[config.mk]
export PLATFORM = sky130hd
export DESIGN_NAME = score_display
export DESIGN_NICKNAME = d
export VERILOG_FILES = /design/src/rtl/score_display_pkg.sv /design/src/rtl/bcd_digit.sv /design/src/rtl/score_display.sv
export SDC_FILE = /design/constraint.sdc
export NUM_CORES = 1
export LEC_CHECK = 0
export BUFFER_PORTS_ARGS = -buffer_cell sky130_fd_sc_hd__buf_2
export CORE_ASPECT_RATIO = 0.7
export CORE_MARGIN = 1
export CORE_UTILIZATION = 23
export DETAILED_ROUTE_END_ITERATION = 12
export PLACE_DENSITY = 0.46
export SLEW_MARGIN = 20
export SYNTH_ARGS = -nofsm -noshare
export SYNTH_HDL_FRONTEND = slang
export SYNTH_SLANG_ARGS = --single-unit
[constraint.sdc]
create_clock -name clk -period 2 [get_ports clk]
set_input_delay 0.2 -clock clk [delete_from_list [all_inputs] [get_ports clk]]
set_output_delay 0.2 -clock clk [all_outputs]
set_load 0.02 [all_outputs]
[src/rtl/score_display_pkg.sv]
`default_nettype none
// ---------------------------------------------------------------------------
// score_display_pkg : 7-segment patterns and BCD helpers          (rev 1.0)
// ---------------------------------------------------------------------------
package score_display_pkg;

  localparam logic [3:0] BCD_NINE  = 4'd9;
  localparam logic [6:0] SEG_BLANK = 7'h00;

  // {g,f,e,d,c,b,a}, active-high
  localparam logic [6:0] SEG_0 = 7'h3F;
  localparam logic [6:0] SEG_1 = 7'h06;
  localparam logic [6:0] SEG_2 = 7'h5B;
  localparam logic [6:0] SEG_3 = 7'h4F;
  localparam logic [6:0] SEG_4 = 7'h66;
  localparam logic [6:0] SEG_5 = 7'h6D;
  localparam logic [6:0] SEG_6 = 7'h7D;
  localparam logic [6:0] SEG_7 = 7'h07;
  localparam logic [6:0] SEG_8 = 7'h7F;
  localparam logic [6:0] SEG_9 = 7'h6F;

  function automatic logic [6:0] seg7_encode(input logic [3:0] bcd);
    case (bcd)
      4'd0:    return SEG_0;
      4'd1:    return SEG_1;
      4'd2:    return SEG_2;
      4'd3:    return SEG_3;
      4'd4:    return SEG_4;
      4'd5:    return SEG_5;
      4'd6:    return SEG_6;
      4'd7:    return SEG_7;
      4'd8:    return SEG_8;
      4'd9:    return SEG_9;
      default: return SEG_BLANK;
    endcase
  endfunction

endpackage
`default_nettype wire

[src/rtl/bcd_digit.sv]
`default_nettype none
// ---------------------------------------------------------------------------
// bcd_digit : one BCD counter cell with ripple carry/borrow       (rev 1.0)
// ---------------------------------------------------------------------------
module bcd_digit
  import score_display_pkg::*;
(
  input  logic       clk,
  input  logic       rst_n,
  input  logic       clr,
  input  logic       up,
  input  logic       down,
  input  logic       cin,
  output logic [3:0] q,
  output logic       carry_out,
  output logic       borrow_out
);

  always_ff @(posedge clk or negedge rst_n) begin
    if (!rst_n) begin
      q <= 4'd0;
    end else if (clr) begin
      q <= 4'd0;
    end else if (cin) begin
      if (up) begin
        q <= (q == BCD_NINE) ? 4'd0 : q + 4'd1;
      end else if (down) begin
        q <= (q == 4'd0) ? BCD_NINE : q - 4'd1;
      end
    end
  end

  assign carry_out  = cin & up & (q == BCD_NINE);
  assign borrow_out = cin & down & (q == 4'd0);

endmodule
`default_nettype wire

[src/rtl/score_display.sv]
`default_nettype none
// ---------------------------------------------------------------------------
// score_display : BCD score/high-score with multiplexed 7-seg scan (rev 1.0)
// ---------------------------------------------------------------------------
module score_display
  import score_display_pkg::*;
#(
  parameter int NUM_DIGITS  = 2,
  parameter int REFRESH_DIV = 50000,
  parameter int BLINK_SCANS = 64,
  parameter int SATURATE    = 0
) (
  input  logic                    clk,
  input  logic                    rst_n,
  input  logic                    clr,
  input  logic                    inc,
  input  logic                    dec,
  input  logic                    ena,
  input  logic                    invert,
  input  logic                    lz_blank,
  input  logic                    blink,
  input  logic                    show_high,
  output logic [6:0]              segments,
  output logic [NUM_DIGITS-1:0]   digits,
  output logic [4*NUM_DIGITS-1:0] score_bcd,
  output logic [4*NUM_DIGITS-1:0] high_bcd,
  output logic                    overflow
);

  localparam int   PW  = (REFRESH_DIV > 1) ? $clog2(REFRESH_DIV) : 1;
  localparam int   IW  = (NUM_DIGITS > 1)  ? $clog2(NUM_DIGITS)  : 1;
  localparam int   BW  = (BLINK_SCANS > 1) ? $clog2(BLINK_SCANS) : 1;
  localparam logic SAT = (SATURATE != 0);

  logic                    w_up, w_down, w_step;
  logic                    w_all_nines, w_all_zero;
  logic [NUM_DIGITS:0]     w_chain;
  logic [NUM_DIGITS-1:0]   w_carry, w_borrow;
  logic                    w_overflow;

  logic [PW-1:0]           r_presc;
  logic [IW-1:0]           r_idx;
  logic [BW-1:0]           r_blink_cnt;
  logic                    r_blink_phase;
  logic                    w_presc_tc, w_scan_wrap;

  logic [4*NUM_DIGITS-1:0] w_disp;
  logic [3:0]              w_val;
  logic                    w_upper_zero, w_lead_zero, w_blank;
  logic [NUM_DIGITS-1:0]   w_onehot;
  logic [6:0]              w_seg;

  always_comb begin
    w_all_nines = 1'b1;
    for (int i = 0; i < NUM_DIGITS; i++) begin
      w_all_nines = w_all_nines & (score_bcd[4*i +: 4] == BCD_NINE);
    end
    w_all_zero = (score_bcd == '0);
  end

  // Saturate and floor are resolved here by suppressing the whole step.
  assign w_up   = inc & ~dec;
  assign w_down = dec & ~inc;
  assign w_step = ~clr & ((w_up & ~(SAT & w_all_nines)) | (w_down & ~w_all_zero));

  assign w_chain[0] = w_step;

  for (genvar i = 0; i < NUM_DIGITS; i++) begin : g_digit
    bcd_digit u_digit (
      .clk        (clk),
      .rst_n      (rst_n),
      .clr        (clr),
      .up         (w_up),
      .down       (w_down),
      .cin        (w_chain[i]),
      .q          (score_bcd[4*i +: 4]),
      .carry_out  (w_carry[i]),
      .borrow_out (w_borrow[i])
    );
    assign w_chain[i+1] = w_carry[i] | w_borrow[i];
  end

  // When wrapping, the ripple carry out of the top digit is the overflow.
  assign w_overflow = SAT ? (~clr & w_up & w_all_nines) : w_chain[NUM_DIGITS];

  always_ff @(posedge clk or negedge rst_n) begin
    if (!rst_n) begin
      overflow <= 1'b0;
      high_bcd <= '0;
    end else begin
      overflow <= w_overflow;
      if (score_bcd > high_bcd) high_bcd <= score_bcd;
    end
  end

  assign w_presc_tc  = (r_presc == PW'(REFRESH_DIV - 1));
  assign w_scan_wrap = w_presc_tc & (r_idx == IW'(NUM_DIGITS - 1));

  always_ff @(posedge clk or negedge rst_n) begin
    if (!rst_n) begin
      r_presc       <= '0;
      r_idx         <= '0;
      r_blink_cnt   <= '0;
      r_blink_phase <= 1'b0;
    end else begin
      r_presc <= w_presc_tc ? '0 : r_presc + PW'(1);
      if (w_presc_tc) r_idx <= w_scan_wrap ? '0 : r_idx + IW'(1);
      if (w_scan_wrap) begin
        if (r_blink_cnt == BW'(BLINK_SCANS - 1)) begin
          r_blink_cnt   <= '0;
          r_blink_phase <= ~r_blink_phase;
        end else begin
          r_blink_cnt <= r_blink_cnt + BW'(1);
        end
      end
    end
  end

  always_comb begin
    w_disp       = show_high ? high_bcd : score_bcd;
    w_val        = 4'd0;
    w_lead_zero  = 1'b0;
    w_onehot     = '0;
    w_upper_zero = 1'b1;
    for (int i = NUM_DIGITS - 1; i >= 0; i--) begin
      w_upper_zero = w_upper_zero & (w_disp[4*i +: 4] == 4'd0);
      if (r_idx == IW'(i)) begin
        w_val       = w_disp[4*i +: 4];
        w_lead_zero = w_upper_zero & (i != 0);
        w_onehot[i] = 1'b1;
      end
    end
    w_blank = ~ena | (blink & r_blink_phase) | (lz_blank & w_lead_zero);
    w_seg   = w_blank ? SEG_BLANK : seg7_encode(w_val);
  end

  always_ff @(posedge clk or negedge rst_n) begin
    if (!rst_n) begin
      segments <= 7'h00;
      digits   <= '0;
    end else begin
      segments <= invert ? ~w_seg : w_seg;
      digits   <= invert ? ~w_onehot : w_onehot;
    end
  end

endmodule
`default_nettype wire

==> results.json <==
{
  "io_pins": 36,
  "nNetsFinal": 388,
  "ys_seq_elements": 50,
  "die_w_um": 138,
  "async_reset_ff_share_pct": 100,
  "core_area_um2": 12500,
  "die_y_um": 97.4,
  "cts.sinks": 50,
  "ir_drop_uv": 373,
  "grt_antenna_before_repair": 0,
  "cellPowerDensity_nw_per_um2": 1120,
  "syn-instance-count": 307,
  "grt_max_degree": 26,
  "wire_per_inst_um": 13.5,
  "crit_type": "register to register",
  "cp-end-kind": "register",
  "cts_buffers": 5,
  "overflow": 0,
  "syn_area_per_cell_um2": 9.73,
  "setup_viol": 0,
  "post-route-min-period_ps": 1980,
  "track_usage_pct": 11.1,
  "ant_nets": 0,
  "portBuffers": 35,
  "fill_cells": 1289,
  "place_congestion": 0.811,
  "start_kind": "register",
  "die_area_um2": 13500,
  "worstHoldPathType": "input pin to async pin",
  "finalCritPeriodShare_pct": 98.9,
  "cts_tree": "yes",
  "synth.most_common_cell": "dfrtp_1",
  "clk_latency_ps": 300,
  "dpl.hpwl_um": 5330,
  "cap_viol_max_count": 0,
  "drtIter0Drc": 132,
  "slew_headroom_pct": 63.6,
  "final_layout_size_suffix_gt1_share_pct": 30.0,
  "n_antenna_cell": 0,
  "synth_commonest_cells": "50 x dfrtp_1, 24 x nor2_1, 21 x nand2_1, 18 x inv_1, 17 x xnor2_1",
  "grt_pass1_wl_um": 11900,
  "ys_warn_count": 0,
  "synth_largest_area_cell": "dfrtp_1",
  "drt_wl_total_um": 7080,
  "syn_to_final_growth_pct": 26.7,
  "synth_edf_count": 0,
  "final_util_pct": 30.2,
  "synthTopCellsByArea": "dfrtp_1 42%, ha_1 6.7%, xnor2_1 5.0%",
  "cts_buffer_depth": 2,
  "syn_area_um2": 2990,
  "rows": 34,
  "num_vias": 2408,
  "required_ps": 2180,
  "start_util_pct": 23.8,
  "ys_seq_area_share_pct": 41.9,
  "synth_top_area_share_pct": 41.9,
  "syn-num-nets": 333,
  "placed_cell_area_um2": 3480,
  "final_hold_viol_count": 0,
  "synthFlopType": "dfrtp_1",
  "via_per_inst": 4.59,
  "cts_max_level": 2,
  "grt_pass1_vias": 2330,
  "tightest_slew_ps": 539,
  "crit_fanout": 8,
  "stdcell_area_um2": 3780,
  "clkTransAtPathRegs_ps": 70,
  "slew_viol_final": 0,
  "violations": "DRC",
  "route.detailed.drc": 4,
  "rsz0062_at_grt": "true",
  "crit_arrival_ps": 2150,
  "dr.pass1.iters": 8,
  "clock-root-buffer": "clkbuf_16",
  "skew_ps": 7.71,
  "p_leak_nw": 1.72,
  "post_synth_num_cell_types": 55,
  "max_freq_mhz": 506,
  "outcome": "complete, but fails checks"
}
[sequential cells by signal (all words and copies together), names as in the netlist]
register and count:
overflow 1, g_digit.u_digit.q 8, r_blink_cnt 6, digits 2
segments 7, r_idx 1, high_bcd 8, r_blink_phase 1
r_presc 16
[placed cells by master, fill, tap and decap left out, types with 2 or more instances in the layout]
master,n
nor4_2,2
or3_1,3
ha_1,12
xor2_1,10
mux4_2,3
buf_4,25
dfrtp_2,4
buf_2,35
nand4_1,6
dfrtp_1,46
nand3_1,15
clkinvlp_4,2
o31ai_1,3
nor3_1,8
o21ai_1,6
and3_1,6
clkbuf_16,5
a21oi_2,3
nand2b_1,3
a31oi_1,2
a21oi_1,12
nor2b_1,5
nand3b_1,2
a21o_1,5
xnor2_1,17
nand2_1,20
nor3b_1,2
o21ai_0,10
nor2_1,24
mux2i_1,4
inv_2,2
ha_4,3
inv_1,15
mux2_2,7
[power by group]
part / leakage, nW / switching (mW) / internal, mW
Combinational: 0.995 / 1.07 / 0.913
Clock: 0.0760 / 0.382 / 0.590
Sequential: 0.645 / 0.114 / 1.17
Total: 1.72 / 1.57 / 2.67
[area by class of cell]
type                       instances  area (µm²)  share of cell area, %
multi-input combinational        223        1680                   44.3
sequential                        50        1260                   33.2
timing repair buffer              63         404                   10.7
tap                              162         203                   5.36
clock buffer                       5         125                   3.31
inverter                          19        75.1                   1.98
clock inverter                     3        45.0                   1.19
[worst paths after layout]
path / startpoint / endpoint / slack (ps) / depth (start not counted)
max in group asynchronous: rst_n / r_idx / 1210 / 3
setup reg to reg: high_bcd[5] / high_bcd[2] / 20 / 9
setup / recovery: high_bcd[5] / high_bcd[2] / 20 / 9
min in group clk: inc / g_digit[0].u_digit.q[1] / 250 / 3
hold / removal: rst_n / g_digit[1].u_digit.q[1] / 250 / 2
hold reg to reg: r_blink_phase / r_blink_phase / 470 / 1
[what timing repair did]
item / 4_1_cts / 5_1_grt
setup buffers: 1 / 3
endpoints found under the setup margin: 1 / 18
hold buffers: 1 / 0
endpoints found under the hold margin: 50 / 0
gates resized for setup: 0 / 21
pin swaps: 0 / 9
[metal layers]
layer	routed length, µm	global-route usage [%]
met5	0	0
met2	3090	16.0
met3	276	3.10
met1	3620	15.8
met4	90	3.54
[logic make-up (layout without fill, tap and decap cells)]
logic type | after synthesis | after routing | synth area share [%]
flip-flops | 50 | 50 | 41.9
adder cells (fa/ha/maj) | 16 | 16 | 6.70
AND/OR/NAND/NOR | 107 | 107 | 18.8
XOR/XNOR | 27 | 27 | 7.91
AO/OA/AOI/OAI | 57 | 57 | 12.4
buffers and inverters | 34 | 90 | 4.77
multiplexers | 16 | 16 | 7.50
[worst max-delay path: stages, from the launching register on]
cell and delay, ps:
dfrtp_2 430, inv_2 80, ha_4 200, a21o_1 170
a21oi_2 140, nor2b_1 60, o22ai_1 120, o31a_1 200
buf_12 140, mux2_2 330
[through the flow]
stage	total power, mW	setup slack [ps]	hold WS [ps]	setup TNS [ps]	cells
2_1_floorplan	2.51	7.13	-95.6	0	307
5_1_grt	4.53	-40.7	264	-335	525
4_1_cts	4.15	6.55	246	0	522
6_report	4.24	22.9	247	0	525
3_5_place_dp	3.15	11.0	11.8	0	512
3_3_place_gp	3.15	14.5	15.3	0	512
No activity file was read; power rests on OpenSTA's default activity.
